## config.mk

```make
export PLATFORM = sky130hd
export DESIGN_NAME = mmio_store_port
export DESIGN_NICKNAME = d
export VERILOG_FILES = /design/src/rtl/mmio_store_port.sv
export SDC_FILE = /design/constraint.sdc
export NUM_CORES = 1
export LEC_CHECK = 0
export ABC_AREA = 1
export ABC_CLOCK_PERIOD_IN_PS = 2100
export CORE_MARGIN = 3
export CORE_UTILIZATION = 47
export CTS_CLUSTER_SIZE = 8
export DETAILED_ROUTE_END_ITERATION = 8
export GPL_ROUTABILITY_DRIVEN = 1
export GPL_TIMING_DRIVEN = 0
export PLACE_DENSITY = 0.74
export SKIP_CTS_REPAIR_TIMING = 1
export SLEW_MARGIN = 30
export SYNTH_ARGS = -nofsm -noshare
export SYNTH_HDL_FRONTEND = slang
export SYNTH_SLANG_ARGS = --single-unit
```

## constraint.sdc

```tcl
create_clock -name clk -period 2.1 [get_ports clk]
set_input_delay 0.42 -clock clk [delete_from_list [all_inputs] [get_ports clk]]
set_output_delay 0.42 -clock clk [all_outputs]
set_load 0.005 [all_outputs]
```

## src/rtl/mmio_store_port.sv

```systemverilog
// Memory-mapped store port: captures CPU stores to one address into a small
// first-word-fall-through FIFO drained over a valid/ready handshake.
module mmio_store_port #(
   parameter int            N         = 16,
   parameter logic [N-1:0]  PORT_ADDR = 16'h0054,
   parameter int            DEPTH     = 4
) (
   input  logic                   clk,
   input  logic                   reset,
   input  logic                   memwrite,
   input  logic [N-1:0]           dataadr,
   input  logic [N-1:0]           writedata,
   output logic [N-1:0]           out_data,
   output logic                   out_valid,
   input  logic                   out_ready,
   output logic                   full,
   output logic [$clog2(DEPTH):0] level,
   output logic [7:0]             captured,
   output logic [7:0]             dropped
);

   localparam int AW = $clog2(DEPTH);
   localparam int LW = AW + 1;

   logic [N-1:0]  mem_q [DEPTH];
   logic [AW-1:0] head_q, head_d;
   logic [AW-1:0] tail_q, tail_d;
   logic [LW-1:0] level_q, level_d;
   logic [7:0]    captured_q, captured_d;
   logic [7:0]    dropped_q, dropped_d;

   logic push_req;
   logic pop;
   logic push_acc;
   logic push_drop;
   logic full_w;

   assign full_w    = (level_q == LW'(DEPTH));
   assign push_req  = memwrite && (dataadr == PORT_ADDR);
   assign pop       = (level_q != '0) && out_ready;
   // A full FIFO still accepts a store when a word leaves on the same edge.
   assign push_acc  = push_req && (!full_w || pop);
   assign push_drop = push_req && full_w && !pop;

   always_comb begin
      head_d     = head_q;
      tail_d     = tail_q;
      level_d    = level_q;
      captured_d = captured_q;
      dropped_d  = dropped_q;
      if (pop) begin
         head_d = head_q + AW'(1);
      end
      if (push_acc) begin
         tail_d     = tail_q + AW'(1);
         captured_d = captured_q + 8'd1;
      end
      if (push_acc && !pop) begin
         level_d = level_q + LW'(1);
      end else if (pop && !push_acc) begin
         level_d = level_q - LW'(1);
      end
      if (push_drop && (dropped_q != 8'hFF)) begin
         dropped_d = dropped_q + 8'd1;
      end
   end

   always_ff @(posedge clk or negedge reset) begin
      if (!reset) begin
         head_q     <= '0;
         tail_q     <= '0;
         level_q    <= '0;
         captured_q <= '0;
         dropped_q  <= '0;
      end else begin
         head_q     <= head_d;
         tail_q     <= tail_d;
         level_q    <= level_d;
         captured_q <= captured_d;
         dropped_q  <= dropped_d;
      end
   end

   // Storage is not reset; its contents only matter where level marks them live.
   always_ff @(posedge clk) begin
      if (push_acc) begin
         mem_q[tail_q] <= writedata;
      end
   end

   assign out_data  = mem_q[head_q];
   assign out_valid = (level_q != '0);
   assign full      = full_w;
   assign level     = level_q;
   assign captured  = captured_q;
   assign dropped   = dropped_q;

endmodule

```

==> metrics.csv <==
metric;value;unit
grt_usage;0.186;
finalSetupViolations;0;
area_growth;37.3;%
cp_cell_sequence;buf_4 -> buf_12 -> buf_6 -> o21ai_0 -> o22ai_1 -> dlymetal6s2s_1;
vias;2798;
cts.clk_slew.worst_paths;0.09;ns
r2r-end;level[1];
slew_headroom;0.637;
grt-ovfl-total;0;
r2r-start;level[0];
grt_first_pass_wirelength;12.8;mm
io_pins;73;
max_stage_delay;0.45;ns
cp_max_fo;10;
power_density;941;nW/um2
multi_input_area;1150;um2
r2r_slack;0.13;ns
layout_worst_path_cycle_share;0.978;
ant_nets;0;
numCtsBuffers;9;
via_per_inst;5.10;
max_freq;487;MHz
p_total;4.88;mW
synth_nets;387;
dpl.cell_count;521;
die_h;95.6;um
p_leak;2.28;nW
ir_drop;0.474;mV
synth.distinct_cells;26;
cts_buffer_depth;2;
skew;0.00692;ns
drt_iter0_markers;88;
grt_pass1_vias;2773;
numPortBuffers;72;
place.gp.congestion;0.770;
yosysWarnings;0;
clock_latency;0.35;ns
status;finished clean;
required;1.68;ns
dieArea;9140;um2
layout_commonest_cell;edfxtp_1;
seq_area_frac_synth;0.662;
num_rows;32;
worst_slew_pin_slew;0.545;ns
synth_area_per_cell;11.0;um2
n_antenna_cell;0;
wirelength;8.21;mm
final_cell_mix;edfxtp_1, nand2_1, nor2_1;
rsz0062_at_grt;true;
final_cells;549;
synth_seq_cells;87;
core;7770;um2
finalNetCount;486;
firstDrtPassIters;4;
hold_path_class;primary input to async pin;
synth_area;3770;um2
worst_setup_path_start_kind;register;
cts.htree.levels;3;
arrival;1.63;ns
path_delay_family;buffers and inverters;
finalHoldViolCount;0;
syn_inst;343;
path_buf_inv;4;
cts_tree;done;
root_buffer;clkbuf_8;
antenna_found_initial;0;
fp.dieW;95.6;um
routedWlPerCell;15.0;um
maxCapViolCount;0;
drv_slew;0;
slowest_stage;dfrtp_2;
drc;0;
register_area;2500;um2
clkSinkCount;87;
end_kind;primary output;
drive_gt1_frac;0.161;
worstSetupPathType;register to primary output;
setup_tns;0;ns
initial_utilization;0.486;
dpl.hpwl;5.53;mm
grt_max_degree;24;
reg2reg_depth;8;
min_period;2.05;ns
n_fill_cell;606;
state kept, by name, summed over array words and instances, names as in the netlist:
signal / flops
dropped: 8
captured: 8
tail_q: 2
mem_q: 64
head_q: 2
level: 3
worst max path at each step:
| stage | start | cells past startpoint | endpoint |
|---|---|---|---|
| global placement | dataadr[3] | 8 | mem_q[0][3] |
| global route | head_q[0] | 6 | out_data[8] |
| CTS | head_q[1] | 5 | out_data[11] |
| floorplan | dataadr[3] | 7 | mem_q[0][0] |
| finish | head_q[0] | 6 | out_data[6] |
| detailed placement | dataadr[4] | 15 | level[2] |
where the power goes:
group | switching [mW] | total (mW) | internal, mW
Combinational | 0.802 | 1.71 | 0.908
Clock | 0.614 | 1.18 | 0.566
Sequential | 0.0827 | 1.99 | 1.90
Total | 1.50 | 4.88 | 3.38
Yosys cell counts:
library cell / n / area share
inv_1: 37 / 0.037
buf_1: 1 / 0.00099
fa_1: 1 / 0.0053
inv_2: 1 / 0.00099
nor3_1: 2 / 0.0027
xnor2_1: 4 / 0.0093
or2_1: 1 / 0.0017
nor2_2: 1 / 0.0017
dfrtp_1: 23 / 0.15
edfxtp_1: 64 / 0.51
nand3b_1: 3 / 0.0060
o21ai_0: 38 / 0.050
nand4_1: 7 / 0.012
nor2_4: 3 / 0.0090
nand2_1: 51 / 0.051
o22ai_1: 16 / 0.027
xor2_1: 6 / 0.014
mux2_2: 1 / 0.0030
nor2_1: 55 / 0.055
a21oi_1: 2 / 0.0027
o21ai_2: 2 / 0.0046
ha_1: 7 / 0.023
clkbuf_1: 7 / 0.0070
nand2_2: 1 / 0.0017
nand3_1: 8 / 0.011
buf_6: 1 / 0.0030
cell type report:
class,count,area share
Sequential cell,87,0.483
Multi-Input combinational cell,209,0.221
Timing Repair Buffer,88,0.184
Inverter,38,0.0295
Tap cell,102,0.0246
Clock buffer,9,0.0239
Buffer,9,0.0181
Clock inverter,7,0.0155
worst reg2reg max path, stage by stage, from the launching register on:
cell      delay (ns)
dfrtp_2         0.46
nor2_2          0.15
nand3b_1        0.17
nand2_4         0.13
inv_4           0.05
ha_4            0.16
inv_4           0.06
fa_2            0.43
mux2_2          0.26
cells by family (layout without fill, tap and decap cells):
family                     after synthesis  count (layout)  share of synthesized area
xor gates and xnor gates                10              10                     0.0232
buffers and inverters                   47             151                     0.0488
AOI/OAI and AO/OA                       58              58                     0.0842
adders and majority gates                8               8                     0.0285
and+or+nand+nor                        132             132                      0.150
DFF                                     87              87                      0.662
muxes                                    1               1                    0.00298
per-stage QoR:
| step | util | cell area, um2 | setup WS (ns) | hold slack [ns] |
|---|---|---|---|---|
| after floorplan | - | 3770 | -0.129 | 0.124 |
| after global placement | 0.595 | 4620 | -1.20 | 0.495 |
| after detailed placement | 0.602 | 4680 | -0.664 | 0.445 |
| after CTS | 0.629 | 4880 | -0.675 | 0.0543 |
| after global routing | 0.667 | 5180 | -0.0419 | 0.0661 |
| final | 0.667 | 5180 | 0.0472 | 0.0449 |
routing by layer:
layer	wire length [um]	vias up	track usage
met3	640	11	0.0576
li1	-	1365	-
met5	0	-	0
met4	106	0	0.0770
met2	4010	113	0.303
met1	3450	1309	0.230
Power figures use the tool's default switching activity.
==> patch, RTL diff (config.mk and constraints unchanged) <==
The parameter `N` goes from 16 to 17.
--- a/src/rtl/mmio_store_port.sv
+++ b/src/rtl/mmio_store_port.sv
@@ -2,5 +2,5 @@
 // first-word-fall-through FIFO drained over a valid/ready handshake.
 module mmio_store_port #(
-   parameter int            N         = 16,
+   parameter int            N         = 17,
    parameter logic [N-1:0]  PORT_ADDR = 16'h0054,
    parameter int            DEPTH     = 4
Ports: changed (resized dataadr, out_data and writedata); port bits go from 73 to 76. No check against the original RTL was run, so the function may have changed too.
==> patch against the original RTL <==
The flow now finishes with violations (negative setup slack). Non-clock buffer count increased by 18. Total power increased by 14%. Design area increased by 7.9%. Die area increased by 5.1%. Synthesized area increased by 5.5%. Setup slack got worse by 0.16 ns. Maximum frequency decreased by 7.2%. Worst hold slack got worse by 0.0055 ns. Count of clock-buffer cells in the layout unchanged. Routed wire length increased by 16%. Sequential cell count increased by 4. Critical endpoint is now out_data[13]. Highest routed layer unchanged.
==> patch: results (changes against the original RTL) <==
metric;value;unit;change
multi_input_cells;224;;was 209
worstPathMaxFanout;6;;was 10
whs;0.03938;ns;was 0.04486 ns
flip_flop_count_of_the_largest_register_all_copies_and_words_added;68;;was 64
mappedNetlistNets;407;;was 387
syn_area;0.003979;mm²;was 0.003772 mm²
tightestPinTransition;0.5193;ns;was 0.5452 ns
met3RoutedLength;702;µm;was 640 µm
num-nonclk-inverters;35;;was 38
clkCellAreaFrac;3.560;%;was 3.938%
drtIter0Drc;167;;was 88
num-nets-final;522;;was 486
yosysSeqAreaShare;65.79;%;was 66.20%
nonClkBufAreaFrac;21.59;%;was 20.22%
leakagePower;2.435;nW;was 2.276 nW
netlist_instances;361;;was 343
hpwl;5992;µm;was 5535 µm
layout-drive-gt1-share;22.66;%;was 16.11%
dp_cells;542;;was 521
grt_pass1_wl;14060;µm;was 12800 µm
violations_in_the_final_reports;negative setup slack;;
vias_per_cell;5.202;;was 5.097
gr-usage-met1;23.76;%;was 23.00%
vdd_drop_max;0.0005308;V;was 0.0004737 V
outcome;finished with violations;;was complete, no violations
timing.reg2reg.worst_path_depth;9;;was 8
buffers;115;;was 97
detailed_place.area;0.004911;mm²;was 0.004678 mm²
clock-skew-final;0.01212;ns;was 0.006918 ns
fin_setup_tns;-0.3722;ns;was 0 ns
worst_r2r_startpoint;level[1];;was level[0]
power_combinational;2.31;mW;was 1.71 mW
crit_path_max_incr_delay;0.35;ns;was 0.45 ns
arrival;1.79;ns;was 1.63 ns
fillerInstances;550;;was 606
dr.pass1.iters;5;;was 4
synth_edf_count;68;;was 64
clock_sinks;91;;was 87
routed-wl-met2;4941;µm;was 4011 µm
synth_top_cells_by_area;sky130_fd_sc_hd__edfxtp_1 51%, sky130_fd_sc_hd__dfrtp_1 14%, sky130_fd_sc_hd__nor2_1 5.5%;;was sky130_fd_sc_hd__edfxtp_1 51%, sky130_fd_sc_hd__dfrtp_1 15%, sky130_fd_sc_hd__nor2_1 5.5%
crit_path_end;out_data[13];;was out_data[6]
groute.layer.met2.usage;30.52;%;was 30.34%
gr-usage-all-layers;18.53;%;was 18.62%
place_congestion;0.8241;;was 0.7697
register_area;0.002621;mm²;was 0.002501 mm²
seqAreaFraction;46.91;%;was 48.30%
synth_top_cells_by_count;68 x sky130_fd_sc_hd__edfxtp_1, 58 x sky130_fd_sc_hd__nor2_1, 57 x sky130_fd_sc_hd__nand2_1;;was 64 x sky130_fd_sc_hd__edfxtp_1, 55 x sky130_fd_sc_hd__nor2_1, 51 x sky130_fd_sc_hd__nand2_1
final_critical_path_setup_slack;-0.1132;ns;was 0.04719 ns
p_int;3.778;mW;was 3.376 mW
swShare;31.74;%;was 30.74%
met1Wirelength;3773;µm;was 3451 µm
rrSetupSlack;0.08;ns;was 0.13 ns
fraction_of_area_in_multi_input_gates;23.11;%;was 22.13%
setup_viol_count_final;6;;was 0
dr_total_vias;3033;;was 2798
grtUsageMet3;5.571;%;was 5.762%
==> patch: cell types whose count changed after synthesis, moves of 3 or more <==
cell | before | now
sky130_fd_sc_hd__inv_1 | 37 | 34
sky130_fd_sc_hd__nand4_1 | 7 | 4
sky130_fd_sc_hd__nor2_1 | 55 | 58
sky130_fd_sc_hd__nand2_1 | 51 | 57
sky130_fd_sc_hd__edfxtp_1 | 64 | 68
sky130_fd_sc_hd__nand3_1 | 8 | 12
==> patch: kinds of logic (layout without fill, tap and decap cells) <==
| family | count (synthesis) | count (layout) | synth area share [%] |
|---|---|---|---|
| buffers and inverters | 46 | 166 | 4.559 |
| XOR/XNOR | 10 | 10 | 2.201 |
| adder cells (fa/ha/maj) | 8 | 8 | 2.704 |
| multiplexers | 1 | 1 | 0.2830 |
| AO/OA/AOI/OAI | 60 | 60 | 8.270 |
| AND/OR/NAND/NOR | 145 | 145 | 16.20 |
| flip-flops | 91 | 91 | 65.79 |
